--- config.mk ---
export PLATFORM = sky130hd
export DESIGN_NAME = bcd_ex3_seq_ctrl
export DESIGN_NICKNAME = d
export VERILOG_FILES = /design/src/rtl/bcd_ex3_seq_ctrl.sv
export SDC_FILE = /design/constraint.sdc
export NUM_CORES = 1
export LEC_CHECK = 0
export CAP_MARGIN = 5
export CORE_MARGIN = 4
export CORE_UTILIZATION = 54
export CTS_BUF_LIST = sky130_fd_sc_hd__clkbuf_8 sky130_fd_sc_hd__clkbuf_16
export CTS_CLUSTER_SIZE = 12
export DETAILED_ROUTE_END_ITERATION = 12
export GPL_ROUTABILITY_DRIVEN = 0
export PLACE_DENSITY = 0.83
export RECOVER_POWER = 50
export SLEW_MARGIN = 25
export SYNTH_ARGS = -nofsm -noshare
export SYNTH_HDL_FRONTEND = slang
export SYNTH_SLANG_ARGS = --single-unit
--- constraint.sdc ---
create_clock -name clk -period 4.9 [get_ports clk]
set_clock_uncertainty 0.15 [all_clocks]
set_input_delay 0.49 -clock clk [delete_from_list [all_inputs] [get_ports clk]]
set_output_delay 0.49 -clock clk [all_outputs]
set_load 0.02 [all_outputs]
--- src/rtl/bcd_ex3_seq_ctrl.sv ---
// Sequential BCD to Excess-3 converter: accepts a packed BCD word, converts one
// digit per clock through a single shared +3 adder, and holds the result until retired.
module bcd_ex3_seq_ctrl #(
   parameter int DIGITS = 4
) (
   input  logic                  clk,
   input  logic                  rst,
   input  logic                  in_valid,
   output logic                  in_ready,
   input  logic [4*DIGITS-1:0]   bcd_in,
   output logic                  out_valid,
   input  logic                  out_ready,
   output logic [4*DIGITS-1:0]   ex3_out,
   output logic [DIGITS-1:0]     err_mask,
   output logic                  busy
);

   localparam int CW = (DIGITS > 1) ? $clog2(DIGITS) : 1;
   localparam logic [CW-1:0] LAST = CW'(DIGITS - 1);

   typedef enum logic [1:0] {
      IDLE,
      CONV,
      DONE
   } state_t;

   state_t                state_q, state_d;
   logic [CW-1:0]         cnt_q, cnt_d;
   logic [4*DIGITS-1:0]   word_q, word_d;
   logic [4*DIGITS-1:0]   ex3_q, ex3_d;
   logic [DIGITS-1:0]     err_q, err_d;

   logic [3:0]            digit;
   logic [3:0]            digit_ex3;
   logic                  digit_err;

   // Digit selected by the counter feeds the one shared converter.
   always_comb begin
      digit = 4'd0;
      for (int k = 0; k < DIGITS; k++) begin
         if (cnt_q == CW'(k)) begin
            digit = word_q[4*k +: 4];
         end
      end
   end

   always_comb begin
      digit_err = (digit > 4'd9);
      digit_ex3 = digit + 4'd3;
   end

   always_comb begin
      state_d = state_q;
      cnt_d   = cnt_q;
      word_d  = word_q;
      ex3_d   = ex3_q;
      err_d   = err_q;
      case (state_q)
         IDLE: begin
            if (in_valid) begin
               state_d = CONV;
               word_d  = bcd_in;
               cnt_d   = '0;
               ex3_d   = '0;
               err_d   = '0;
            end
         end
         CONV: begin
            for (int k = 0; k < DIGITS; k++) begin
               if (cnt_q == CW'(k)) begin
                  ex3_d[4*k +: 4] = digit_err ? 4'd0 : digit_ex3;
                  err_d[k]        = digit_err;
               end
            end
            // Counter parks on the last digit rather than wrapping.
            if (cnt_q == LAST) begin
               state_d = DONE;
            end else begin
               cnt_d = cnt_q + 1'b1;
            end
         end
         DONE: begin
            if (out_ready) begin
               state_d = IDLE;
            end
         end
         default: state_d = IDLE;
      endcase
   end

   always_ff @(posedge clk) begin
      if (rst) begin
         state_q <= IDLE;
         cnt_q   <= '0;
         word_q  <= '0;
         ex3_q   <= '0;
         err_q   <= '0;
      end else begin
         state_q <= state_d;
         cnt_q   <= cnt_d;
         word_q  <= word_d;
         ex3_q   <= ex3_d;
         err_q   <= err_d;
      end
   end

   // Results are only exposed while presented; they read zero otherwise.
   assign in_ready  = (state_q == IDLE);
   assign out_valid = (state_q == DONE);
   assign busy      = (state_q != IDLE);
   assign ex3_out   = out_valid ? ex3_q : '0;
   assign err_mask  = out_valid ? err_q : '0;

endmodule

### Word-level counts from Yosys, hierarchy flattened

Index checks and enable logic that the tools add are counted.
Widths: inputs -> output; s select.

* bits in read-only memories: 0
* word-level logic and storage cells: 63
* bits in latches: 0
* memory bits (writable): 0
* input port bits: 20
* register bits: 40
* memories: 0

* multipliers: 0
* mux-type cells: 26
* shift operators: 0
* order comparisons: 1
* bitwise operators: 0
* eq/ne operators: 12
* $add $sub $neg: 2
* reduce and logical (&&, ||, !) cells: 11
* divide/modulo/power cells: 0

Operators by type and width (number)
* $mux 4: 11
* $mux 16: 2
* $pmux 16 s2: 1
* $reduce_and 3->1: 6
* $ne 2x2->1 const B: 6
* $mux 2: 5
* $pmux 4 s2: 1
* $eq 2x2->1 const B: 3
* $pmux 2 s3: 1
* $add 4x2->4 const B: 1
* $eq 2x1->1 const B: 2
* $gt 4x4->1 const B: 1
* $logic_not 2->1: 2
* $mux 1: 4
* $pmux 2 s2: 1
* $reduce_bool 2->1: 2
* $add 2x1->2 const B: 1
* $ne 2x1->1 const B: 1
* $reduce_and 2->1: 1

### Depth between registers and ports, before layout

Gate-level depths: netlist (run 1).

* depth in word-level cells: 9
* mapped depth: 8
* mapped depth without buffers: 7

### Worst setup path before layout (run 1)

No wires, ideal clock.

* path type: register to register
* start point: register cnt_q[0]
* end point: register ex3_q[11]
* stages on the path, launching flop included: 9
* clock period less this slack: 2.163 ns
* setup slack: 2.737 ns
* data required time: 4.633 ns
* buffers on the path: 1
* arrival: 1.896 ns
* cells stage by stage: dfxtp_1 > inv_1 > ha_1 > buf_6 > a211oi_1 > a221oi_4 > or2_1 > a31o_2 > a22o_1

* word-level cells in the longest chain between the ends: 9
* elaborated cells between the ends (all ways): 15

RTL lines
* from (decl): line 28 `logic [CW-1:0] cnt_q, cnt_d;`
* from (signal assigned): line 100 `cnt_q <= cnt_d;`
* $logic_not 2->1: line 41 `if (cnt_q == CW'(k)) begin`
* $mux 4 (4 in a row): line 41
* $add 4x2->4 / $gt 4x4->1 (equally long branches): line 49, 48
* $mux 4: line 71 `ex3_d[4*k +: 4] = digit_err ? 4'd0 : digit_ex3;`
* $mux 4: line 70 `if (cnt_q == CW'(k)) begin`
* $pmux 16 s2: line 58 `case (state_q)`
* to (signal assigned): line 96 `ex3_q <= '0;`
* to (signal assigned): line 102 `ex3_q <= ex3_d;`
* to (decl): line 30 `logic [4*DIGITS-1:0] ex3_q, ex3_d;`

Several ways; a longest one is shown, not always the timed one. The select of a mux whose other input is x is not followed.
A chain may end at the register's enable or synchronous reset.

### Final worst setup path (run 1)

* start point: register cnt_q[0]
* end point: register err_q[1]

* word-level cells in the longest chain between the ends: 8
* elaborated cells between the ends (all ways): 13

RTL lines
* $logic_not 2->1: line 41
* $mux 4 (4 in a row): line 41
* $gt 4x4->1: line 48 `digit_err = (digit > 4'd9);`
* $mux 1: line 70
* $pmux 4 s2: line 58
* to (signal assigned): line 103 `err_q <= err_d;`
* to (decl): line 31 `logic [DIGITS-1:0] err_q, err_d;`

Several ways; a longest one is shown, not always the timed one. The select of a mux whose other input is x is not followed.

==> summary.txt, run 1 <==
Status
  • Status: finished, final reports clean

Detailed routing
  • Routed len/inst: approximately 13 um
  • Routed wire length: around 4200 um
  • WL met3: roughly 210 um
  • Highest metal used: met4
  • Via count: 1729
  • 1st-iter DRT viols: ~160
  • Drt pass-1 iters: 4
  • Residual DRC: 0
  • Via density: 5.44
  • DR WL met2: around 1900 um
  • Antenna Nets Post-Route: 0
  • Wl on met1: just over 2000 um

Hold path
  • Hold path startpoint: err_q[0]
  • Worst min path class: flip-flop to flip-flop
  • Hold path cells: 2
  • Worst Hold Path EP: err_q[0]

Global route
  • Largest net degree at the start of global routing: 41
  • First-pass GRT wire length: 7680 um
  • Grt ovf: 0
  • Gr usage total: 0.191
  • Initial antenna violation count: 0
  • Vias in the first global route: around 1700

STA
  • Rel. slew slack: 0.468
  • Final setup TNS: 0 ps
  • Max Transition Viols Final: 0
  • FMAX: 314 MHz
  • Hold Fails Final Rpt: 0
  • Unrepaired setup endpoints after global routing: false
  • Worst slew pin tran: around 790 ps
  • Final setup fails: 0
  • Fin crit period: about 3200 ps
  • Fin crit share: 0.649

Cells and area
  • Area grow syn2layout: 23.2%
  • Commonest non-fill, non-tap cell in the layout: nand2_1
  • Fin area: ~0.0025 sq mm
  • Most frequent cells in the layout: nand2_1, dfxtp_1, clkdlybuf4s50_1, a21oi_1, and2_1
  • Multi-input gate area: between 0.001 and 0.0015 sq mm
  • FF+latch area: roughly 800 sq um
  • Final net count: around 300
  • Share of cells above drive strength 1: 0.0588
  • Finished Layout Cells: around 320
  • Antenna cells: 0
  • # fillers: 302

Floorplan
  • Die area: 0.00478 sq mm
  • Die Wd: around 70 um
  • I/O pins: 43
  • Core Region: 0.00347 sq mm
  • Initial Util: 0.582
  • Cell Rows: 21
  • Die Ht: between 60 and 70 um

Worst setup path
  • R2R Path Start: cnt_q[0]
  • Capturing point of the worst reg2reg path: err_q[1]
  • Worst R2R Setup Slack: ~1700 ps
  • CP startpoint kind: flip-flop
  • Worst-path cell chain: ha_1 > a211oi_1 > a221oi_1 > o21ai_0 > or3_1 > a21oi_1
  • Worst Path Max Fanout: 16
  • Bufs and invs on worst path: 0
  • Slowest stage delay, CP: 720 ps
  • WS Path Type: flip-flop to flip-flop
  • WP data arrival: 3260 ps
  • Crit end category: flip-flop
  • FF-to-FF path depth: 6
  • Slowest CP cell: a221oi_1
  • Worst path required time: 4980 ps
  • Worst path top cell family by delay: compound AO/OA/AOI/OAI gates

Logic synthesis
  • Yosys top cell area share: 0.397
  • EDFF count, synth: 0
  • Synthesized area: between 0.002 and 0.0025 sq mm
  • Syn Nets: roughly 260
  • Top_reg_cell synth: dfxtp_1
  • Register bit total from synthesis: 40
  • Syn Area/Cell: about 8.5 sq um
  • Yosys warns: 0
  • Synth area leaders: dfxtp_1, nand2_1, and2_1
  • Synth Instances: 237
  • Netlist cell types: 35
  • Sequential share of the synthesized area: 0.397
  • Fraction of registers with async set or reset after synthesis: 0
  • Area leader, netlist: dfxtp_1

Clock tree
  • Post-CTS Setup Inserts: 0
  • Clock transition at path regs: approximately 70 ps
  • CTS buffer count: 5
  • H-tree depth: 2
  • Clk buf depth: 2
  • CTS sink cnt: 40
  • CTS tree: done
  • Root Buffer: clkbuf_8
  • Clk_lat worst skew: between 200 and 300 ps
  • Post-CTS sizing: 0
  • CTS Hold Bufs: 0

Pwr
  • Leakage: around 0.92 nW
  • Worst vdd ir: 0.000203 V
  • Power density cells: between 200 and 300 mW/mm^2

Placed design
  • DP HPWL: a little under 3000 um
  • Placed cell count: 310
  • Port Buffers: between 40 and 50
  • Total placed instance area: between 0.002 and 0.0025 sq mm

Job
  • Max-cap violations: 0
cell families after synthesis:
group,after synthesis,synth area share
AO/OA/AOI/OAI,57,0.236
adder cells (fa/ha/maj),4,0.0248
buffers and inverters,23,0.0564
multiplexers,1,0.00496
flip-flops,40,0.397
AND/OR/NAND/NOR,112,0.281
final cells by class:
class,count,area share
multi-input cells,174,0.436
flip-flops and latches,40,0.322
repair buffers,43,0.172
clock buffers,6,0.0332
well taps,46,0.0231
inverters,7,0.0106
clock inverters,2,0.00302
synthesized netlist by cell type, types with 4 or more instances:
cell      instances
a22o_1            8
a21o_1            4
nand2_1          47
and2_1           21
nand2b_1          4
nor2b_1           5
a21oi_1          22
clkbuf_1         10
dfxtp_1          40
nor3_1           10
ha_1              4
a22oi_1           5
a211oi_1          4
nor2_1           12
o41ai_1           4
nand3b_1          4
inv_1             7
power breakdown:
part	switching [mW]	internal, mW
registers	0.0101	0.341
clock network	0.108	0.111
logic	0.0665	0.0498
worst min-delay path, cell delays in order (launching register included):
cell and delay [ps]:
dfxtp_1 310, nand2_1 50, a21oi_1 50
how the worst max path moves through the flow:
| stage | start | to | slack (ps) | cells past startpoint |
|---|---|---|---|---|
| 6_report | cnt_q[0] | err_q[1] | 1720 | 6 |
| 5_1_grt | cnt_q[0] | err_q[1] | 1380 | 6 |
| 4_1_cts | state_q[1] | ex3_out[6] | 1770 | 3 |
| 3_5_place_dp | state_q[1] | ex3_out[6] | 2100 | 3 |
| 3_3_place_gp | state_q[1] | ex3_out[9] | 2180 | 3 |
| 2_1_floorplan | cnt_q[0] | ex3_q[11] | 2740 | 8 |
per-layer routing:
metal  vias up  global-route usage
met5         -                   0
met4         0              0.0521
met3         6              0.0538
met2        40               0.309
met1       799               0.250
li1        884                   -
state kept, by name, indices dropped and copies added (netlist names):
signal,cells
state_q,2
ex3_q,16
cnt_q,2
err_q,4
word_q,16
stage by stage:
stage	total power, mW	hold slack (ps)	setup WS (ps)	util
global route	0.719	327	1380	0.718
global placement	0.475	280	2180	0.697
finish	0.685	304	1720	0.718
CTS	0.693	307	1770	0.723
detailed placement	0.478	283	2100	0.697
floorplan	0.440	261	2740	-
(Power assumes the default switching activity.)
==> run 2, diff against run 1 <==
CORE_UTILIZATION = 50   (was 54)
PLACE_DENSITY = 0.78   (was 0.83)
clock period = 3.3 ns   (was 4.9 ns; I/O delays follow)
==> run 2 against run 1 <==
Against the previous run: sequential power increased by 49%; setup slack got worse by 1200 ps; first-iteration DRC count decreased by 50%; via count increased by 0.69%; sequential cell count unchanged; design area increased by 1.0%; register-to-register slack got worse by 1000 ps; utilization decreased by 5.1 points; hold slack got worse by 1.6 ps; critical path depth decreased by 2; sequential share of layout area decreased by 0.32 points; critical path type is now flip-flop to output pin; critical endpoint is now ex3_out[15].
==> summary.txt, run 2 (same netlist as run 1, synthesis figures left out) <==
Hold path
  • Hold path startpoint: ex3_q[5]
  • Worst min path class: flip-flop to flip-flop

Pwr
  • Sw Pwr: 275 uW (+49%)
  • Combinational Power Share: 0.173 (+0.003)
  • Sw Share: 0.269 (+0.000422)
  • Leakage: 0.950 nW (+3.6%)
  • Power density cells: 406 mW/mm^2 (+47%)
  • Clk pwr share: 0.316 (-0.002)
  • Sequential Power Share: 0.511 (about the same)
  • Worst vdd ir: 0.000295 V (+45%)
  • Internal power: 746 uW (+49%)

Floorplan
  • Die Wd: 71.6 um (+3.5%)
  • Core Region: 0.00377 sq mm (+8.7%)
  • Die area: 0.00512 sq mm (+7.0%)
  • Die Ht: 71.6 um (+3.5%)
  • Initial Util: 0.536 (-0.0468)
  • I/O pins: 43 (unchanged)
  • Cell Rows: 22 (+4.8%)

Clock tree
  • Clock transition at path regs: 70 ps (about the same)
  • Clk buf depth: 2 (unchanged)
  • Clk_lat worst skew: 290 ps (about the same)
  • CTS sink cnt: 40 (unchanged)
  • H-tree depth: 2 (unchanged)
  • Root Buffer: clkbuf_8
  • Post-CTS sizing: 0 (unchanged)
  • Post-CTS Setup Inserts: 0 (unchanged)
  • CTS tree: done
  • CTS buffer count: 5 (unchanged)
  • CTS Hold Bufs: 0 (unchanged)

Global route
  • Vias in the first global route: 1639 (-4.4%)
  • First-pass GRT wire length: 7370 um (-4.0%)
  • Initial antenna violation count: 0 (unchanged)
  • Gr usage total: 0.178 (-0.0137)
  • Grt ovf: 0 (unchanged)
  • Largest net degree at the start of global routing: 25 (-39%)

STA
  • Fin crit share: 0.835
  • Max Transition Viols Final: 0 (unchanged)
  • Hold_ws: 303 ps (-1.59 ps)
  • Worst slew pin tran: 831 ps (+41.4 ps)
  • Hold Fails Final Rpt: 0 (unchanged)
  • Worst setup margin: 544 ps (-1170 ps)
  • Rel. slew slack: 0.446 (-0.0224)
  • FMAX: between 300 and 400 MHz
  • Unrepaired setup endpoints after global routing: false
  • Final setup TNS: 0 ps (unchanged)
  • Final setup fails: 0 (unchanged)
  • Fin crit period: 2760 ps

Cells and area
  • Final net count: 296 (+0.34%)
  • Commonest non-fill, non-tap cell in the layout: nand2_1
  • Most frequent cells in the layout: nand2_1, dfxtp_1, clkdlybuf4s50_1, a21oi_1, and2_1
  • Share of cells above drive strength 1: 0.0659 (+0.00711)
  • Area grow syn2layout: 24.5%
  • Antenna cells: 0 (unchanged)
  • Regs by FF count: ex3_q: 16 flops, word_q: 16 flops, err_q: 4 flops

Worst setup path
  • R2R Path Start: cnt_q[0]
  • CP startpoint kind: flip-flop
  • Worst Path Max Fanout: 22 (+6)
  • WP data arrival: 2280 ps (-980 ps)
  • Crit end category: output pin
  • Crit path from: state_q[1]
  • Worst path required time: 2820 ps (-2160 ps)
  • WS Path Type: flip-flop to output pin

Detailed routing
  • Routed len/inst: 13.4 um (+1.5%)
  • Routed wire length: 4320 um (+2.5%)
  • Drt pass-1 iters: 4 (unchanged)
  • 1st-iter DRT viols: 81 (-50%)
  • Via count: 1741 (+0.69%)
  • Via density: 5.42 (-0.25%)
  • Residual DRC: 0 (unchanged)
  • Antenna Nets Post-Route: 0 (unchanged)

Status
  • Status: finished, final reports clean

Job
  • Max-cap violations: 0 (unchanged)

Placed design
  • Setup WS pre-CTS: 704 ps (-1400 ps)
  • DP HPWL: 3100 um (+4.1%)
  • Port Buffers: 42 (unchanged)
-- run 2: cell types whose count changed in the layout (fill, tap and decap cells not counted), sizes merged --
cell / previous run / this run
dlygate4sd3: 2 / 11
clkdlybuf4s50: 40 / 31
clkbuf: 6 / 7
-- run 2: stage by stage --
stage	utilization	area, sq um	std cells	total power [mW]
floorplan	-	2020	237	0.654
global placement	0.644	2430	313	0.706
detailed placement	0.644	2430	313	0.709
CTS	0.668	2520	321	1.03
global route	0.667	2510	321	1.07
finish	0.667	2510	321	1.02
-- run 2: power groups by stage --
stage	clock, mW	sequential [mW]	combinational [mW]
2_1_floorplan	0	0.526	0.128
3_5_place_dp	0	0.532	0.177
5_1_grt	0.348	0.524	0.197
3_3_place_gp	0	0.532	0.174
6_report	0.322	0.522	0.177
4_1_cts	0.328	0.521	0.179
-- run 2: routing by layer --
metal	share of wire	vias to the layer above	track usage
li1	-	881	-
met2	0.46	36	0.269
met3	0.044	6	0.0337
met4	0.016	0	0.0668
met1	0.48	818	0.250
met5	0	-	0
-- run 2: critical path: stages (launching register included) --
cell	delay, ps
dfxtp_1	460
nor2b_1	170
clkbuf_1	480
and2_1	200
dlygate4sd3_1	680
-- run 2: layout make-up --
class	count	area (sq um)
sequential	40	801
clock inverter	2	7.51
clock buffer	6	82.6
inverter	7	26.3
tap	48	60.1
multi-input combinational	174	1100
timing repair buffer	44	432
fill	317	1260
-- run 2: path summary, 6_finish.rpt --
| check | cells past startpoint | end | slack, ps |
|---|---|---|---|
| max reg2reg | 6 | ex3_q[5] | 700 |
| min | 2 | ex3_q[5] | 300 |
| max | 4 | ex3_out[15] | 540 |
| min reg2reg | 2 | ex3_q[5] | 300 |
